===== config.mk =====
export PLATFORM = sky130hd
export DESIGN_NAME = pwm_symbol_encoder
export DESIGN_NICKNAME = d
export VERILOG_FILES = /design/src/rtl/pwm_pkg.sv /design/src/rtl/pwm_segment_counter.sv /design/src/rtl/pwm_symbol_encoder.sv
export SDC_FILE = /design/constraint.sdc
export NUM_CORES = 1
export LEC_CHECK = 0
export CAP_MARGIN = 20
export CORE_ASPECT_RATIO = 0.8
export CORE_UTILIZATION = 62
export CTS_CLUSTER_SIZE = 8
export DETAILED_ROUTE_END_ITERATION = 16
export PLACE_DENSITY = 0.95
export SLEW_MARGIN = 10
export SYNTH_ARGS = -nofsm -noshare
export SYNTH_HDL_FRONTEND = slang
export SYNTH_SLANG_ARGS = --single-unit

===== constraint.sdc =====
create_clock -name clock -period 6.26 [get_ports clock]
set_clock_uncertainty 0.15 [all_clocks]
set_input_delay 1.252 -clock clock [delete_from_list [all_inputs] [get_ports clock]]
set_output_delay 1.252 -clock clock [all_outputs]
set_load 0.01 [all_outputs]

===== src/rtl/pwm_pkg.sv =====
// Shared types and defaults for the PWM symbol encoder.
package pwm_pkg;

  typedef enum logic [2:0] {IDLE, SYNC, MARK, SPACE, GUARD} state_t;

  localparam logic signed [15:0] DEF_AMPLITUDE  = 16'sd280;
  localparam int                 DEF_SYNC_LEN   = 4;
  localparam int                 DEF_UNIT_LEN   = 4;
  localparam int                 DEF_MAX_SYMBOL = 15;
  localparam int                 DEF_GUARD_LEN  = 8;

  // Frame length in samples; constant for every symbol.
  function automatic int frame_len(input int sync_len, input int unit_len,
                                   input int max_symbol, input int guard_len);
    return sync_len + (max_symbol + 2) * unit_len + guard_len;
  endfunction

endpackage


===== src/rtl/pwm_segment_counter.sv =====
// Down-counter for segment length: load length-1, step on dec, done at zero.
module pwm_segment_counter #(
  parameter int W = 16
) (
  input  logic         clock,
  input  logic         reset_n,
  input  logic         load,
  input  logic [W-1:0] load_val,
  input  logic         dec,
  output logic [W-1:0] count,
  output logic         done
);

  assign done = (count == '0);

  // Saturates at zero instead of wrapping.
  always_ff @(posedge clock or negedge reset_n) begin
    if (!reset_n)          count <= '0;
    else if (load)         count <= load_val;
    else if (dec && !done) count <= count - 1'b1;
  end

endmodule


===== src/rtl/pwm_symbol_encoder.sv =====
// PWM symbol encoder: SYNC / MARK / SPACE / GUARD frame per accepted symbol.
// Optional PWM_ENC_SOFT_EDGE_EN halves the first sample of each non-guard segment.
module pwm_symbol_encoder
  import pwm_pkg::*;
#(
  parameter logic signed [15:0] AMPLITUDE  = DEF_AMPLITUDE,
  parameter int                 SYNC_LEN   = DEF_SYNC_LEN,
  parameter int                 UNIT_LEN   = DEF_UNIT_LEN,
  parameter int                 MAX_SYMBOL = DEF_MAX_SYMBOL,
  parameter int                 GUARD_LEN  = DEF_GUARD_LEN
) (
  input  logic               clock,
  input  logic               reset_n,
  input  logic               enable,
  input  logic [7:0]         symbol_in,
  input  logic               symbol_valid,
  output logic               symbol_ready,
  output logic signed [15:0] data_out,
  output logic               data_valid,
  output logic               sat_flag
);

  localparam logic signed [15:0] POS = AMPLITUDE;
  localparam logic signed [15:0] NEG = -AMPLITUDE;
`ifdef PWM_ENC_SOFT_EDGE_EN
  localparam logic signed [15:0] POS_EDGE = POS >>> 1;
  localparam logic signed [15:0] NEG_EDGE = NEG >>> 1;
`else
  localparam logic signed [15:0] POS_EDGE = POS;
  localparam logic signed [15:0] NEG_EDGE = NEG;
`endif
  localparam logic [15:0] SYNC_M1  = 16'(SYNC_LEN - 1);
  localparam logic [15:0] GUARD_M1 = 16'(GUARD_LEN - 1);

  state_t             state, next_state;
  logic [7:0]         sym;
  logic               accept, clamp;
  logic [7:0]         sym_clamped;
  logic [15:0]        mark_m1, space_m1, load_val, count;
  logic               load, dec, done;
  logic signed [15:0] next_data;
  logic               next_valid;

  assign symbol_ready = (state == IDLE) && enable;
  assign accept       = symbol_valid && symbol_ready;
  assign clamp        = int'(symbol_in) > MAX_SYMBOL;
  assign sym_clamped  = clamp ? 8'(MAX_SYMBOL) : symbol_in;

  // Lengths computed at 32 bits, then narrowed to the counter width.
  assign mark_m1  = 16'((int'(sym) + 1) * UNIT_LEN - 1);
  assign space_m1 = 16'((MAX_SYMBOL - int'(sym) + 1) * UNIT_LEN - 1);

  pwm_segment_counter #(.W(16)) u_cnt (
    .clock    (clock),
    .reset_n  (reset_n),
    .load     (load),
    .load_val (load_val),
    .dec      (dec),
    .count    (count),
    .done     (done)
  );

  // state tags the segment of the sample currently on data_out.
  always_comb begin
    next_state = state;
    next_data  = data_out;
    next_valid = 1'b0;
    load       = 1'b0;
    load_val   = '0;
    dec        = 1'b0;
    if (enable) begin
      next_valid = 1'b1;
      unique case (state)
        IDLE: begin
          next_data = '0;
          if (accept) begin
            next_state = SYNC;
            load       = 1'b1;
            load_val   = SYNC_M1;
            next_data  = NEG_EDGE;
          end else begin
            next_valid = 1'b0;
          end
        end
        SYNC: begin
          if (done) begin
            next_state = MARK;
            load       = 1'b1;
            load_val   = mark_m1;
            next_data  = POS_EDGE;
          end else begin
            dec       = 1'b1;
            next_data = NEG;
          end
        end
        MARK: begin
          if (done) begin
            next_state = SPACE;
            load       = 1'b1;
            load_val   = space_m1;
            next_data  = NEG_EDGE;
          end else begin
            dec       = 1'b1;
            next_data = POS;
          end
        end
        SPACE: begin
          if (done) begin
            next_state = GUARD;
            load       = 1'b1;
            load_val   = GUARD_M1;
          end else begin
            dec = 1'b1;
          end
          next_data = done ? 16'sd0 : NEG;
        end
        GUARD: begin
          next_data = '0;
          if (done) begin
            next_state = IDLE;
            next_valid = 1'b0;
          end else begin
            dec = 1'b1;
          end
        end
        default: begin
          next_state = IDLE;
          next_data  = '0;
          next_valid = 1'b0;
        end
      endcase
    end
  end

  always_ff @(posedge clock or negedge reset_n) begin
    if (!reset_n) begin
      state      <= IDLE;
      data_out   <= '0;
      data_valid <= 1'b0;
      sat_flag   <= 1'b0;
      sym        <= '0;
    end else begin
      state      <= next_state;
      data_out   <= next_data;
      data_valid <= next_valid;
      sat_flag   <= accept && clamp;
      if (accept) sym <= sym_clamped;
    end
  end

endmodule


Word-level counts from Yosys, hierarchy flattened
Index checks and enable logic that the tools add are counted.
Widths: inputs -> output; s select.

word-level totals
  output and inout bits = 19
  register bits after elaboration = 45
  input port bits = 12
  word-level logic and storage cells = 62

cells by class
  mux-type cells = 29
  magnitude comparators = 1
  add/sub/neg operators = 6
  reductions and logical operators = 11
  eq/ne operators = 9

operators with widths
  cell                   number
  $mux 16                9
  $pmux 16 s4            2
  $mux 3                 6
  $logic_not 16->1       1
  $sub 16x1->16 const B  1
  $pmux 3 s5             1
  $sub 12x2->13 const B  1
  $sub 11x1->12 const B  1
  $add 9x2->10 const B   1
  $ne 2x2->1 const B     5
  $add 8x1->9 const B    1
  $sub 4x8->9 const A    1
  $gt 8x4->1 const B     1
  $mux 8                 1
  $mux 1                 7
  $eq 3x2->1 const B     2
  $reduce_and 6->1       1
  $logic_and 1x1->1      4
  $reduce_or 4->1        1
  $eq 3x1->1 const B     1
  $eq 3x3->1 const B     1
  $logic_not 3->1        1
  $pmux 1 s3             1
  $reduce_or 3->1        1
  4 further kinds        4

Depth between registers and ports, before layout
Gate-level depths: netlist of run 1.

  word-level depth = 7
  gate-level depth with buffers = 10
  gate-level depth less buffers = 8

Cells and area by module
From an unflattened synthesis of run 1, not the netlist that was laid out.

unflattened totals
  cells, all modules = 360
  area total of the unflattened synthesis = 2881.5 um2

modules (own cells, without submodules)
  module               times used  cells each  seq. area each (um2)  area an instance (um2)
  pwm_symbol_encoder   1           236         400.4                 1835.5
  pwm_segment_counter  1           124         400.4                 1046.0

Worst setup path before layout of run 1
No wires, ideal clock.

  kind = input-to-output
  start point = input port enable
  end point = output port symbol_ready
  path buffers = 1
  data required time = 4.858 ns
  cell stages on the path = 3
  arrival time = 1.824 ns
  slack = 3.034 ns
  path through = nor2b_1 -> and2_1 -> clkbuf_1

on the way
  cells in the longest elaborated chain, start to end = 1

ends and longest elaborated chain
  what                line                      text
  start: declaration  pwm_symbol_encoder.sv:14  input logic enable,
  $logic_and 1x1->1   pwm_symbol_encoder.sv:44  assign symbol_ready = (state == IDLE) && enable;
  end: declaration    pwm_symbol_encoder.sv:17  output logic symbol_ready,

Every way passes these cells.

Worst setup path in the final report of run 1
Same ends and word-level chain as after synthesis.

==> impl_metrics.tcl, run 1 <==
set metrics [dict create \
    cts_tree "yes" \
    numCtsBuffers 5 \
    end_kind "primary output" \
    syn_area_per_cell_um2 8.19 \
    fillers 330 \
    drc 0 \
    clkLatencyLatePin_ns 0.29 \
    grt_pass1_vias 2565 \
    first_pass_iters 5 \
    synthCells 345 \
    vias_per_cell 6.65 \
    dieArea_um2 4830 \
    grt_pass1_wl_um 12000 \
    hold_buffers 0 \
    place_congestion 0.978 \
    initialDrtViolationCount 241 \
    start_kind "primary input" \
    synth_seq_cells 32 \
    synth_flop_cell "dfrtp_1" \
    io_pins 31 \
    grt_use_total_pct 31.3 \
    setup_viol 0 \
    worstPathMaxFanout 11 \
    finalSetupTns_ns 0 \
    timing.fmax_mhz 221 \
    dieWidth_um 77.5 \
    postCtsSetupBuffers 0 \
    power_frac_clock_pct 25.1 \
    swShare_pct 36.8 \
    outcome "completed" \
    p_sw_uw 249 \
    grt-ovfl-total 0 \
    layout.nets 370 \
    hpwl_um 5010 \
    synth.largest_area_cell "dfrtp_1" \
    drt-total-wl_um 6990 \
    yosys.area.top_type_share_pct 28.4 \
    p_int_uw 428 \
    antenna_found_initial 0 \
    power_leakage_uw 0.00126 \
    cts_max_level 2 \
    area.growth.synth_to_final_pct 9.92 \
    port_buffers 27 \
    grt_max_degree 33 \
    p_per_area_nw_per_um2 218 \
    start_util_pct 65.9 \
    core_area_um2 4280 \
    yosys_warnings 0 \
    rsz0062_at_grt "no" \
    synth.distinct_cells 69 \
    min_period_over_period_pct 72.4 \
    layout_common_cells "dfrtp_1 (32), clkdlybuf4s50_1 (27), nand2_1 (26)" \
    tightest_slew_ns 0.695 \
    root_buffer "clkbuf_8" \
    hold_viol 0 \
    num_vias 2719 \
    routedWlPerCell_um 17.1 \
    comb_power_share_pct 28.0 \
    maxCapViolations 0 \
    final_common_cell "dfrtp_1" \
    hp-class "flip-flop to flip-flop" \
    whs_ns 0.396 \
    drive_above_1_share_pct 8.52 \
    syn_area_um2 2820 \
    post_cts_resized 0 \
    cts.sinks 32 \
    slew_headroom_pct 53.7 \
    fp.dieH_um 62.4 \
    path_clk_slew_ns 0.07 \
    fin_crit_ns 4.53 \
    num_rows 21 \
    max-vdd-ir-drop_mv 0.204 \
    slew_viol_final 0 \
    antennaDiodeCount 0 \
    final_core_util_pct 72.5 \
    p_seq_share_pct 46.9 \
    synth_area_leaders "dfrtp_1 (28%), xnor2_1 (4.3%), buf_4 (3.7%), a21oi_1 (3.5%), nand2_1 (3.5%)" \
    critical_path_class "primary input to primary output" \
    route.antenna.remaining_nets 0 \
    cts_buffer_depth 2 \
    synth_edf_count 0 \
    arrival_ns 3.13 \
    async_flop_share_pct 100 \
    cp.required_ns 4.86 \
    ys_seq_area_share_pct 28.4 \
]
==> synth_stat cells, types with 7 or more instances <==
cell type	count
nor3_1	17
nor2_1	24
clkbuf_1	12
nand3_1	10
dfrtp_1	32
ha_1	7
or3_1	11
inv_1	16
a21oi_1	20
nand2_1	26
o21ai_0	15
xnor2_1	14
buf_4	14
==> path summary, 6_finish.rpt <==
check                                 start         endpoint  slack, ns  cells after the start
worst max-delay path                 enable     symbol_ready       1.73                      4
worst min-delay path            data_out[3]      data_out[3]       0.40                      2
worst max register to register       sym[4]  u_cnt.count[12]       2.98                      8
worst min register to register  data_out[3]      data_out[3]       0.40                      2
max in group asynchronous           reset_n      data_out[3]       4.45                      2
min in group asynchronous           reset_n           sym[1]       1.21                      2
==> critical path, stage by stage <==
cell and delay, ns:
clkdlybuf4s50_1 0.70, nor2b_1 0.34, and2_1 0.27, clkdlybuf4s50_1 0.57
==> state kept, by name (all words and copies together) (netlist names) <==
name / cells
u_cnt.count: 16
state: 3
sym: 8
data_out: 3
sat_flag: 1
data_valid: 1
==> power by group through the flow <==
stage	Sequential [µW]	Clock [µW]	Combinational [µW]
6_report	318	170	189
5_1_grt	325	181	212
4_1_cts	315	171	187
3_5_place_dp	318	0	187
3_3_place_gp	314	0	177
2_1_floorplan	297	0	153
==> layer usage <==
layer / GRT usage [%] / up-vias / wire (µm)
li1: - / 1282 / -
met5: 0 / - / 0
met4: 12.0 / 0 / 128
met2: 46.7 / 141 / 3100
met1: 43.8 / 1280 / 3140
met3: 7.50 / 16 / 617
==> cell type report <==
class	count	area, µm²	area share [%]
Tap cell	57	71.3	2.30
Clock inverter	2	10.0	0.322
Timing Repair Buffer	30	293	9.43
Multi-Input combinational cell	266	1790	57.6
Clock buffer	6	82.6	2.66
Sequential cell	32	801	25.8
Inverter	16	60.1	1.93
==> kinds of logic after synthesis <==
| logic type | after synthesis | share of synthesized area [%] |
|---|---|---|
| multiplexers | 8 | 2.92 |
| AND/OR/NAND/NOR | 136 | 27.1 |
| flip-flops | 32 | 28.4 |
| AO/OA/AOI/OAI | 92 | 23.5 |
| buffers and inverters | 49 | 8.64 |
| adder cells (fa/ha/maj) | 8 | 3.46 |
| other | 1 | 0.133 |
| XOR/XNOR | 19 | 5.89 |
==> metrics by stage <==
stage | std cells | cell area, µm² | setup slack, ns | total power (µW)
floorplan | 347 | 2830 | 3.03 | 450
CTS | 409 | 3100 | 1.74 | 673
finish | 409 | 3100 | 1.73 | 677
global route | 409 | 3100 | 1.58 | 718
global placement | 401 | 3010 | 1.84 | 491
detailed placement | 401 | 3010 | 1.76 | 505
(Power assumes the default switching activity.)
==> run 2: changes to the inputs <==
--- a/config.mk
+++ b/config.mk
@@ -7,10 +7,10 @@
 export LEC_CHECK = 0
 export CAP_MARGIN = 20
 export CORE_ASPECT_RATIO = 0.8
-export CORE_UTILIZATION = 62
+export CORE_UTILIZATION = 52
 export CTS_CLUSTER_SIZE = 8
 export DETAILED_ROUTE_END_ITERATION = 16
-export PLACE_DENSITY = 0.95
+export PLACE_DENSITY = 0.89
 export SLEW_MARGIN = 10
 export SYNTH_ARGS = -nofsm -noshare
 export SYNTH_HDL_FRONTEND = slang
==> constraint.sdc (replaced) <==
create_clock -name clock -period 3.9 [get_ports clock]
set_clock_uncertainty 0.15 [all_clocks]
set_input_delay 0.78 -clock clock [delete_from_list [all_inputs] [get_ports clock]]
set_output_delay 0.78 -clock clock [all_outputs]
set_load 0.01 [all_outputs]
==> run 2 against run 1 <==
  * Cell count increased by 2.2%
  * The run now ends with design-rule violations left
  * Routed wire length grew 0.84%
  * Sequential share of layout area is 0.28 points lower
==> impl_metrics.tcl, run 2 (synthesized netlist as in run 1, its figures left out) <==
set metrics [dict create \
    grt_pass1_vias 2412 \
    postCtsSetupBuffers 0 \
    final_common_cell "dfrtp_1" \
    layout_common_cells "dfrtp_1 (32), clkdlybuf4s50_1 (27), nand2_1 (26)" \
    min_to "data_out[3]" \
    cts_tree "yes" \
    grt-ovfl-total 0 \
    start_util_pct 55.1 \
    io_pins 31 \
    grt_max_degree 33 \
    critical_path_class "primary input to primary output" \
    cp_top_family "buffers and inverters" \
    cp.required_ns 2.97 \
    first_pass_iters 11 \
    clkLatencyLatePin_ns 0.30 \
    initialDrtViolationCount 259 \
    hpwl_um 5010 \
    maxCapViolations 0 \
    path_clk_slew_ns 0.06 \
    critical_path_buf_inv_count 2 \
    cts_buffer_depth 2 \
    reg_top3 "u_cnt.count (16), sym (8)" \
    end_kind "primary output" \
    rrSetupSlack_ns 0.69 \
    drt-total-wl_um 7050 \
    r2r_cells 8 \
    post_cts_resized 0 \
    setup_viol 0 \
    min_period_over_period_pct 84.5 \
    area.growth.synth_to_final_pct 11.1 \
    cts_max_level 2 \
    cpMostUsedCell "clkdlybuf4s50_1" \
    hold_buffers 0 \
    drive_above_1_share_pct 8.99 \
    layout.nets 374 \
    finalSetupTns_ns 0 \
    num_rows 23 \
    arrival_ns 2.37 \
    route.antenna.remaining_nets 0 \
    numCtsBuffers 5 \
    vias_per_cell 6.53 \
    max-vdd-ir-drop_mv 0.196 \
    violations "design-rule violations" \
    slew_viol_final 0 \
    port_buffers 27 \
    grt_use_total_pct 26.7 \
    holdPathStages 2 \
    tightest_slew_ns 0.704 \
    slew_headroom_pct 53.1 \
    rsz0062_at_grt "no" \
    place_congestion 0.921 \
    fin_crit_ns 3.30 \
    timing.fmax_mhz 303 \
    cts.sinks 32 \
    hp-start "data_out[3]" \
    cpPeakStageDelay_ns 0.57 \
    p_per_area_nw_per_um2 347 \
    power_leakage_uw 0.00128 \
    start_kind "primary input" \
    critPathSlowestCell "clkdlybuf4s50_1" \
    crit_chain "clkdlybuf4s50_1 -> nor2b_1 -> and2_1 -> clkdlybuf4s50_1" \
    largest-register "u_cnt.count" \
    grt_pass1_wl_um 11800 \
    drc 2 \
    antenna_found_initial 0 \
    dieArea_um2 5730 \
    hold_viol 0 \
    hp-class "flip-flop to flip-flop" \
    routedWlPerCell_um 16.9 \
    num_vias 2730 \
    root_buffer "clkbuf_8" \
    fillers 446 \
    design_area_um2 3140 \
    antennaDiodeCount 0 \
    largest_reg_flops 16 \
    dieWidth_um 84.4 \
    core_area_um2 5120 \
    placed_area_um2 3050 \
    outcome "finished, violations left" \
    r2r-start "sym[0]" \
    worstPathMaxFanout 5 \
    r2r-end "u_cnt.count[12]" \
    fp.dieH_um 67.9 \
]
[run 2: how the worst max path moves through the flow]
stage | slack, ns | depth (start not counted) | startpoint | to
after floorplan | 1.14 | 10 | sym[0] | u_cnt.count[10]
after global placement | 0.68 | 4 | enable | symbol_ready
after detailed placement | 0.61 | 4 | enable | symbol_ready
after CTS | 0.60 | 4 | enable | symbol_ready
after global routing | 0.48 | 8 | sym[0] | u_cnt.count[12]
final | 0.60 | 4 | enable | symbol_ready
[run 2: cell type report]
type	count	area, µm²	share of cell area, %
Clock buffer	8	90.1	2.87
Inverter	16	60.1	1.91
Multi-Input combinational cell	266	1790	56.9
Sequential cell	32	801	25.5
Tap cell	62	77.6	2.47
Timing Repair Buffer	34	323	10.3
[run 2: worst min-delay path: stages, from the launching register on]
cell     delay, ns
dfrtp_1       0.37
inv_1         0.06
o22ai_1       0.07
[run 2: routing by layer]
layer  share of wire, %  track usage, %  vias up
met2                 45            42.0      133
met5                  0               0        -
li1                   -               -     1289
met3                7.9            4.58        9
met1                 45            37.3     1299
met4                1.7            10.4        0
[run 2: power breakdown]
part	switching, µW	internal, µW
logic	163	146
registers	103	404
clock network	129	144
[run 2: metrics by stage]
stage / util (%) / worst slack [ns] / hold slack [ns] / power (µW) / std cells
final: 61.3 / 0.605 / 0.391 / 1090 / 418
after global routing: 61.3 / 0.476 / 0.425 / 1160 / 418
after CTS: 61.3 / 0.604 / 0.390 / 1080 / 418
after detailed placement: 59.5 / 0.615 / 0.380 / 811 / 410
after global placement: 59.5 / 0.683 / 0.375 / 792 / 410
after floorplan: - / 1.14 / 0.334 / 723 / 347
==> run 3: changes to the inputs <==
--- a/config.mk
+++ b/config.mk
@@ -7,10 +7,10 @@
 export LEC_CHECK = 0
 export CAP_MARGIN = 20
 export CORE_ASPECT_RATIO = 0.8
-export CORE_UTILIZATION = 52
+export CORE_UTILIZATION = 57
 export CTS_CLUSTER_SIZE = 8
 export DETAILED_ROUTE_END_ITERATION = 16
-export PLACE_DENSITY = 0.89
+export PLACE_DENSITY = 0.93
 export SLEW_MARGIN = 10
 export SYNTH_ARGS = -nofsm -noshare
 export SYNTH_HDL_FRONTEND = slang
==> constraint.sdc (replaced) <==
create_clock -name clock -period 3.3 [get_ports clock]
set_clock_uncertainty 0.15 [all_clocks]
set_input_delay 0.66 -clock clock [delete_from_list [all_inputs] [get_ports clock]]
set_output_delay 0.66 -clock clock [all_outputs]
set_load 0.01 [all_outputs]
==> run 3 against run 2 <==
  * The flow now finishes without violations
  * Die area decreased by 8.5%
  * Clock power up 8.1%
  * Sequential share of layout area decreased by 0.30 points
  * Global-route usage increased by 4.9 points
  * Hold slack about the same
  * Critical path type is now flip-flop to flip-flop
  * Critical endpoint is now u_cnt.count[12]
  * Highest routed layer unchanged
==> impl_metrics.tcl, run 3 (synthesized netlist as in run 1, its figures left out) <==
set metrics [dict create \
    clkLatencyLatePin_ns 0.30 \
    io_pins 31 \
    arrival_ns 3.01 \
    antennaDiodeCount 0 \
    post_cts_resized 0 \
    largest-register "u_cnt.count" \
    final_core_util_pct 67.9 \
    root_buffer "clkbuf_8" \
    core_area_um2 4680 \
    crit_chain "inv_1 -> ha_1 -> nand4bb_1 -> or2_2 -> o221a_2 -> nor4b_1 -> nand2_1 -> a211oi_1" \
    critical_path_class "flip-flop to flip-flop" \
    finalSetupTns_ns 0 \
    hold_buffers 0 \
    start_kind "flip-flop" \
    dieArea_um2 5240 \
    slew_viol_final 0 \
    grt_max_degree 33 \
    cp_top_family "simple AND/OR/NAND/NOR gates" \
    timing.fmax_mhz 338 \
    grt_pass1_wl_um 12700 \
    cpPeakStageDelay_ns 0.48 \
    cts_max_level 2 \
    worstPathMaxFanout 6 \
    area.growth.synth_to_final_pct 12.5 \
    numCtsBuffers 5 \
    dieWidth_um 80.7 \
    vias_per_cell 6.68 \
    grt-ovfl-total 0 \
    drive_above_1_share_pct 10.8 \
    maxCapViolations 0 \
    slew_headroom_pct 51.7 \
    initialDrtViolationCount 313 \
    grt.met2_usage_pct 49.6 \
    layout.nets 381 \
    first_pass_iters 5 \
    layout_common_cells "dfrtp_1 (32), clkdlybuf4s50_1 (27), nand2_1 (26)" \
    final_common_cell "dfrtp_1" \
    cts.sinks 32 \
    hold_viol 0 \
    busiest_layer "met2" \
    critPathSlowestCell "dfrtp_1" \
    min_period_over_period_pct 89.6 \
    rrSetupSlack_ns 0.34 \
    end_kind "flip-flop" \
    num_rows 22 \
    cp-startpoint "sym[5]" \
    fp.dieH_um 65.0 \
    drt-total-wl_um 7470 \
    critical_path_buf_inv_count 1 \
    grt_pass1_vias 2651 \
    met3_usage_pct 7.75 \
    hpwl_um 5290 \
    power_leakage_uw 0.00131 \
    hp-class "flip-flop to flip-flop" \
    place_congestion 1.00 \
    routedWlPerCell_um 17.7 \
    outcome "completed" \
    cts_tree "yes" \
    drc 0 \
    max-vdd-ir-drop_mv 0.252 \
    rsz0062_at_grt "no" \
    path_clk_slew_ns 0.07 \
    tightest_slew_ns 0.724 \
    num_vias 2818 \
    route.antenna.remaining_nets 0 \
    hp-start "data_out[3]" \
    setup_viol 0 \
    reg_top3 "u_cnt.count (16), sym (8)" \
    fin_crit_ns 2.96 \
    port_buffers 27 \
    largest_reg_flops 16 \
    p_per_area_nw_per_um2 399 \
    start_util_pct 60.3 \
    grtUsageMet1_pct 42.4 \
    cp.required_ns 3.36 \
    cts_buffer_depth 2 \
    grt_use_total_pct 31.6 \
    r2r-start "sym[5]" \
    antenna_found_initial 0 \
    fin_ws_ns 0.344 \
    postCtsSetupBuffers 0 \
    pre_cts_ws_ns 0.289 \
    whs_ns 0.391 \
]
==> run 3: changes by cell type in the layout (fill, tap and decap cells not counted) <==
| cell | previous run | this run |
|---|---|---|
| clkbuf_1 | 2 | 1 |
| buf_4 | 7 | 14 |
| clkinv_2 | 0 | 1 |
| clkbuf_8 | 6 | 5 |
==> run 3: through the flow <==
step	instance area (µm²)	instances	total power [µW]
floorplan	2830	347	855
global placement	3100	415	941
detailed placement	3100	415	970
CTS	3180	422	1260
global route	3180	422	1350
finish	3180	422	1270
==> run 3: worst reg2reg max path, delay by kind of cell (launching register included) <==
kind            cells  cell delay (ns)
fa+ha+maj           1             0.38
compound gates      2             0.52
buf+inv             1             0.13
flops               1             0.48
simple gates        4             1.23
==> run 3: path summary, 6_finish.rpt <==
kind                                    to  cells past startpoint
min                            data_out[3]                      2
max reg2reg                u_cnt.count[12]                      8
max in group asynchronous      data_out[8]                      2
min in group asynchronous   u_cnt.count[2]                      2
min reg2reg                    data_out[3]                      2
max                        u_cnt.count[12]                      8
==> run 3: final cells by class <==
cell class / instances / area, µm²
Multi-Input combinational cell: 266 / 1790
Timing Repair Buffer: 41 / 375
Inverter: 16 / 60.1
Clock inverter: 1 / 5.00
Fill cell: 378 / 1500
Clock buffer: 6 / 72.6
Sequential cell: 32 / 801
Tap cell: 60 / 75.1
==> run 3: where the power goes <==
part	leakage, µW	switching, µW	total [µW]	internal [µW]
combinational	0.000899	202	375	174
sequential	0.000367	119	596	477
clock	0.0000410	152	295	143
==> run 3: layer usage <==
layer  share of wire [%]  vias up
met5                   0        -
met4                 2.1        0
met3                  10       19
met2                  46      170
met1                  42     1329
li1                    -     1300
